File: config.mk
export PLATFORM = sky130hd
export DESIGN_NAME = mac_input_stage
export DESIGN_NICKNAME = d
export VERILOG_FILES = /design/src/rtl/mac_input_stage.sv
export SDC_FILE = /design/constraint.sdc
export NUM_CORES = 1
export LEC_CHECK = 0
export BUFFER_PORTS_ARGS = -buffer_cell sky130_fd_sc_hd__buf_2
export CORE_MARGIN = 2
export CORE_UTILIZATION = 50
export CTS_BUF_LIST = sky130_fd_sc_hd__clkbuf_8 sky130_fd_sc_hd__clkbuf_16
export DETAILED_ROUTE_END_ITERATION = 6
export PLACE_DENSITY = 0.74
export SYNTH_ARGS = -nofsm -noshare
export SYNTH_HDL_FRONTEND = slang
export SYNTH_SLANG_ARGS = --single-unit
File: constraint.sdc
create_clock -name clk -period 2.7 [get_ports clk]
set_input_delay 0.405 -clock clk [delete_from_list [all_inputs] [get_ports clk]]
set_output_delay 0.405 -clock clk [all_outputs]
set_load 0.01 [all_outputs]
File: src/rtl/mac_input_stage.sv
// mac_input_stage: two-entry skid-buffered input stage with weight-hold reuse for the SD4 MAC array.
module mac_input_stage #(
    parameter int IMG_W = 72,
    parameter int WGT_W = 36,
    parameter int EXP_W = 5
) (
    input  logic             clk,
    input  logic             rst,
    input  logic             flush,
    input  logic             in_valid,
    output logic             in_ready,
    input  logic             in_wload,
    input  logic [IMG_W-1:0] image_in,
    input  logic [WGT_W-1:0] weight_in,
    input  logic [EXP_W-1:0] exp_bias_in,
    output logic             out_valid,
    input  logic             out_ready,
    output logic [IMG_W-1:0] image_out,
    output logic [WGT_W-1:0] weight_out,
    output logic [EXP_W-1:0] exp_bias_out
);
    typedef enum logic [1:0] {EMPTY, ONE, TWO} state_t;
    state_t state, state_nxt;
    logic [IMG_W-1:0] img_s;
    logic [WGT_W-1:0] wgt_s, whold, bw;
    logic [EXP_W-1:0] exp_s, ehold, be;
    logic in_fire, out_fire, ld_out, ld_skid, mv_skid;
    assign in_ready  = state != TWO;
    assign out_valid = state != EMPTY;
    assign in_fire   = in_valid & in_ready;
    assign out_fire  = out_valid & out_ready;
    assign bw        = in_wload ? weight_in : whold;
    assign be        = in_wload ? exp_bias_in : ehold;
    always_comb begin
        state_nxt = state;
        ld_out    = 1'b0;
        ld_skid   = 1'b0;
        mv_skid   = 1'b0;
        if (flush) state_nxt = EMPTY;
        else case (state)
            EMPTY: begin
                ld_out    = in_fire;
                state_nxt = in_fire ? ONE : EMPTY;
            end
            ONE: begin
                ld_out    = in_fire & out_fire;
                ld_skid   = in_fire & ~out_fire;
                state_nxt = ld_skid ? TWO : (out_fire & ~in_fire) ? EMPTY : ONE;
            end
            TWO: begin
                mv_skid   = out_fire;
                state_nxt = out_fire ? ONE : TWO;
            end
            default: state_nxt = EMPTY;
        endcase
    end
    always_ff @(posedge clk or negedge rst)
        if (!rst) state <= EMPTY;
        else state <= state_nxt;
    // flushed beats never reach the buffer, so their weight load is dropped too
    always_ff @(posedge clk or negedge rst) begin
        if (!rst) begin
            image_out    <= '0;
            weight_out   <= '0;
            exp_bias_out <= '0;
            img_s        <= '0;
            wgt_s        <= '0;
            exp_s        <= '0;
            whold        <= '0;
            ehold        <= '0;
        end else begin
            if (in_fire && in_wload && !flush) begin
                whold <= weight_in;
                ehold <= exp_bias_in;
            end
            if (ld_out) begin
                image_out    <= image_in;
                weight_out   <= bw;
                exp_bias_out <= be;
            end else if (mv_skid) begin
                image_out    <= img_s;
                weight_out   <= wgt_s;
                exp_bias_out <= exp_s;
            end
            if (ld_skid) begin
                img_s <= image_in;
                wgt_s <= bw;
                exp_s <= be;
            end
        end
    end
endmodule

# [Word-level counts from Yosys, hierarchy flattened]
# Index checks and enable logic that the tools add are counted.
[totals] register_bits=269 inputBits=119 out_inout_bits=115 wordCells=45
[op_classes] eq_ne=3 muxes=20 bitwise_logic=7 n_reduce_logical=6
[op_table] op="$mux W72" n=2
[op_table] op="$mux W36" n=3
[op_table] op="$mux W5" n=3
[op_table] op="$mux W1" n=7
[op_table] op="$mux W2" n=3
[op_table] op="$pmux W2 S3" n=1
[op_table] op="$and A1 B1 Y1" n=5
[op_table] op="$reduce_bool A2 Y1" n=2
[op_table] op="$eq A2 B1 Y1 const B" n=1
[op_table] op="$eq A2 B2 Y1 const B" n=1
[op_table] op="$logic_and A1 B1 Y1" n=2
[op_table] op="$logic_not A2 Y1" n=1
[op_table] op="$ne A2 B2 Y1 const B" n=1
[op_table] op="$not A1 Y1" n=2
[op_table] op="$pmux W1 S2" n=1
[op_table] op="$logic_not A1 Y1" n=1

# [Longest topological paths before layout]
[logic_depth] ltp_word=8 depth_mapped=10 mapped_depth_nobuf=7

# [Worst setup path before layout]
# No wires, ideal clock.
[synth_timing] kind="reg2reg" from="register state[0]" to="register image_out[31]" setup_time_ns=0.125 arrival_ns=2.210 t_required_ns=2.575 path_slack_ns=0.365 stages_incl_launch_ff=9 path_buffers=2 synth_period_minus_slack_ns=2.335 cell_sequence="dfrtp_1 > or2_2 > and2_1 > ha_1 > mux2_2 > nand2_1 > buf_2 > buf_2 > mux2_2"
[synth_between] elab_chain_cells=6 elab_cells_between_ends=14 classes_between="eq/ne (3); mux (5); bitwise (3); reduce/logical (3)"
[synth_lines] item="start, declared" line_no="23" rtl="state_t state, state_nxt;"
[synth_lines] item="start signal, assigned" line_no="59" rtl="else state <= state_nxt;"
[synth_lines] item="$reduce_bool A2 Y1 *" line_no="29" rtl="assign out_valid = state != EMPTY;"
[synth_lines] item="named net out_valid" line_no="16" rtl="output logic out_valid,"
[synth_lines] item="$and A1 B1 Y1 *" line_no="31" rtl="assign out_fire = out_valid & out_ready;"
[synth_lines] item="$and A1 B1 Y1" line_no="46" rtl="ld_out = in_fire & out_fire;"
[synth_lines] item="$pmux W1 S2" line_no="40" rtl="else case (state)"
[synth_lines] item="$mux W1" line_no="39" rtl="if (flush) state_nxt = EMPTY;"
[synth_lines] item="$mux W72 or $reduce_bool A2 Y1 (tied branches)"
[synth_lines] item="end signal, assigned" line_no="77" rtl="image_out <= image_in;"
[synth_lines] item="end signal, assigned" line_no="81" rtl="image_out <= img_s;"
[synth_lines] item="end, declared" line_no="18" rtl="output logic [IMG_W-1:0] image_out,"
# Mark *: on every way through the listed nets, which the timed path passes. The rest lies on a longest branch.
# A chain may end at the register's enable or synchronous reset.

# [Worst setup path after layout]
[layout_timing] from="register state[0]" to="register wgt_s[13]"
[layout_between] elab_chain_cells=6 elab_cells_between_ends=9 classes_between="eq/ne (2); mux (2); bitwise (4); reduce/logical (1)"
[layout_lines] item="$reduce_bool A2 Y1" line_no="29"
[layout_lines] item="$and A1 B1 Y1" line_no="31"
[layout_lines] item="$not A1 Y1" line_no="47" rtl="ld_skid = in_fire & ~out_fire;"
[layout_lines] item="$and A1 B1 Y1" line_no="47"
[layout_lines] item="$mux W1 *" line_no="40"
[layout_lines] item="$mux W1 *" line_no="39"
[layout_lines] item="end signal, assigned" line_no="87" rtl="wgt_s <= bw;"
[layout_lines] item="end, declared" line_no="25" rtl="logic [WGT_W-1:0] wgt_s, whold, bw;"
# Every way passes the cells marked *; elsewhere a longest branch is shown, timed or not.

==> results.py <==
metrics = {
    "outcome": {
        "status": "finished, final reports clean",
    },
    "sta": {
        "hold_violations": 0,
        "setup_violations": 0,
        "worst_slack_ns": 0.268,
        "worstMarginPinSlew_ns": 0.566,
        "post-route-period-util_pct": 90.1,
        "fmax_ghz": 0.411,
        "rsz0062_at_grt": "no",
        "fin_tns_setup_ns": 0,
        "min_period_ns": 2.43,
        "slew_headroom_pct": 62.3,
        "drv_slew": 0,
        "finClkSkew_ns": 0.0134,
        "fin_hold_ws_ns": 0.119,
    },
    "synth": {
        "synth.distinct_cells": 20,
        "syn_avg_cell_area_um2": 14.6,
        "syn_area_mm2": 0.0117,
        "syn_inst": 801,
        "yosys.area.top_type": "dfrtp_1",
        "synth-seq-cells": 269,
        "yosysSeqAreaShare_pct": 57.5,
        "synth.top_cell.area_share_pct": 57.5,
        "syn_nets": 922,
        "ys_warn_count": 0,
        "synth.area.top_cells": "dfrtp_1 (58%), mux2_2 (25%), mux2i_1 (11%)",
    },
    "finish": {
        "design_area_mm2": 0.0142,
        "utilization_pct": 62.3,
        "area_growth_pct": 21.3,
        "multi_input_area_mm2": 0.00466,
        "fillerInstances": 1758,
        "layout.cells.non_filler": 1366,
        "final-seq-area_mm2": 0.00673,
        "drive_gt1_share_pct": 52.9,
        "fin_nets": 1157,
    },
    "power_and_ir_drop": {
        "power_density_mw_per_mm2": 887,
        "finalPower_mw": 12.6,
        "peakVddDrop_uv": 547,
        "p_leak_nw": 6.63,
    },
    "clock_tree": {
        "post_cts_resized": 0,
        "post_cts_buffers": 0,
        "clkSinkCount": 269,
        "cts-root-buf": "clkbuf_16",
        "cts_buffers": 28,
        "cts_max_path_buffers": 3,
        "htree_num_levels": 1,
        "insertion_delay_ns": 0.53,
        "cts_tree": "built",
        "cts_hold_buf": 1,
        "path_clk_slew_ns": 0.06,
    },
    "worst_setup_path": {
        "crit_fanout": 22,
        "reg2reg_slack_ns": 0.27,
        "required_ns": 3.15,
        "cp-end-kind": "flip-flop",
        "path_class": "flip-flop to flip-flop",
        "timing.rr.end": "wgt_s[13]$_DFFE_PN0P_",
        "crit_end": "wgt_s[13]$_DFFE_PN0P_",
        "reg2regPathDepth": 9,
        "critPathLaunchType": "flip-flop",
        "crit_start": "state[0]$_DFF_PN0_",
        "r2r-start": "state[0]$_DFF_PN0_",
        "cp.arrival_ns": 2.88,
    },
    "drt": {
        "vias_per_cell": 5.16,
        "post_drt_wl_per_cell_um": 17.2,
        "wl_mm": 23.5,
        "ant_nets": 0,
        "routed-via-count": 7042,
        "first_pass_iters": 4,
        "drc_errors": 0,
        "drt-initial-drc-count": 279,
    },
    "grt": {
        "global_route.usage.met2_pct": 33.6,
        "grt_pass1_vias": 7497,
        "grt.busiest_layer": "met2",
        "grt_start_max_net_pins": 70,
        "grt_pass1_wl_mm": 38.8,
        "met1_usage_pct": 25.3,
        "antenna_found_initial": 2,
        "globalRouteMet3Util_pct": 4.65,
        "overflow": 0,
        "track_usage_pct": 19.7,
    },
    "floorplanning": {
        "ios": 234,
        "initial_utilization_pct": 51.4,
        "rows": 55,
        "dieArea_mm2": 0.0246,
        "die_w_um": 157,
        "coreArea_mm2": 0.0228,
        "dieHeight_um": 157,
    },
    "place": {
        "place_congestion": 0.765,
        "dp_hpwl_mm": 15.7,
        "dp_slack_ns": 0.287,
        "port_buffers": 233,
        "place_area_mm2": 0.0133,
        "dp_cells": 1318,
    },
    "min_path": {
        "min_path_type": "input pin to flip-flop",
    },
    "run": {
        "maxCapViolations": 0,
    },
}
==> worst max-delay path: stages (launching register included) <==
cell and delay, ns:
dfrtp_1 0.38, or2_2 0.30, and2_1 0.18, inv_1 0.06, ha_1 0.16, nor4bb_4 0.45, buf_4 0.38, buf_4 0.26
nor2_1 0.07, a21oi_1 0.12
==> where the power goes <==
| part | switching [mW] | total [mW] | internal [mW] |
|---|---|---|---|
| Clock | 1.48 | 3.71 | 2.23 |
| Combinational | 1.30 | 2.93 | 1.63 |
| Sequential | 0.632 | 5.94 | 5.31 |
| Total | 3.41 | 12.6 | 9.17 |
==> per-layer routing <==
metal	vias to the layer above	wire, um
li1	3345	-
met1	3502	9990
met2	160	11500
met3	35	1500
met4	0	518
met5	-	0
==> cells in the mapped netlist (all sizes together) <==
master  number
nand2        1
nor4bb       2
a21oi       41
buf         44
nand2b       1
dfrtp      269
ha           2
mux2       259
inv          1
clkbuf       7
or2          1
and2         2
mux2i      124
o31ai        1
nand4b       1
nand3        1
nor2        44
==> sequential cells by signal, indices dropped and copies added (netlist names) <==
name	count
exp_s	5
wgt_s	36
ehold	5
exp_bias_out	5
image_out	72
state	2
whold	36
weight_out	36
img_s	72
==> layout make-up <==
type                            instances  area share, %
Sequential cell                       269           47.4
Multi-Input combinational cell        480           32.8
Timing Repair Buffer                  256           10.6
Clock buffer                           37           5.89
Tap cell                              313           2.76
Clock inverter                          8          0.414
Antenna cell                            2         0.0353
Inverter                                1         0.0265
==> cells by family after synthesis <==
group,count (synthesis),share of synthesized area (%)
AND/OR/NAND/NOR,53,1.95
multiplexers,383,35.5
adder cells (fa/ha/maj),2,0.214
AO/OA/AOI/OAI,42,1.82
flip-flops,269,57.5
buffers and inverters,52,2.94
==> layout by cell type (no fill, tap or decap) <==
cell type / netlist / final
a21oi_1: 41 / 41
and2_1: 2 / 2
buf_12: 5 / 12
buf_2: 36 / 232
buf_4: 0 / 10
buf_8: 0 / 1
bufinv_16: 0 / 1
clkbuf_16: 0 / 29
clkbuf_8: 0 / 8
clkinv_2: 0 / 2
dfrtp_1: 269 / 269
diode_2: 0 / 2
dlygate4sd3_1: 0 / 1
ha_1: 2 / 2
inv_1: 1 / 6
mux2_1: 2 / 2
mux2_2: 257 / 257
mux2i_1: 124 / 124
nand2_4: 0 / 1
nand2b_1: 1 / 1
nand3_1: 1 / 1
nand4b_1: 1 / 1
nor2_1: 44 / 44
nor4bb_4: 0 / 2
o31ai_1: 1 / 1
or2_2: 1 / 1
==> worst min-delay path by stage <==
stage	startpoint	to	slack, ns	depth (start not counted)
floorplan	rst	ehold[0]$_DFFE_PN0P_	0.11	0
global placement	rst	image_out[41]$_DFFE_PN0P_	0.42	1
detailed placement	rst	weight_out[20]$_DFFE_PN0P_	0.42	1
CTS	out_ready	state[1]$_DFF_PN0_	0.08	2
global route	out_ready	state[1]$_DFF_PN0_	0.10	2
finish	image_in[15]	image_out[15]$_DFFE_PN0P_	0.12	2
Power figures use the tool's default switching activity.
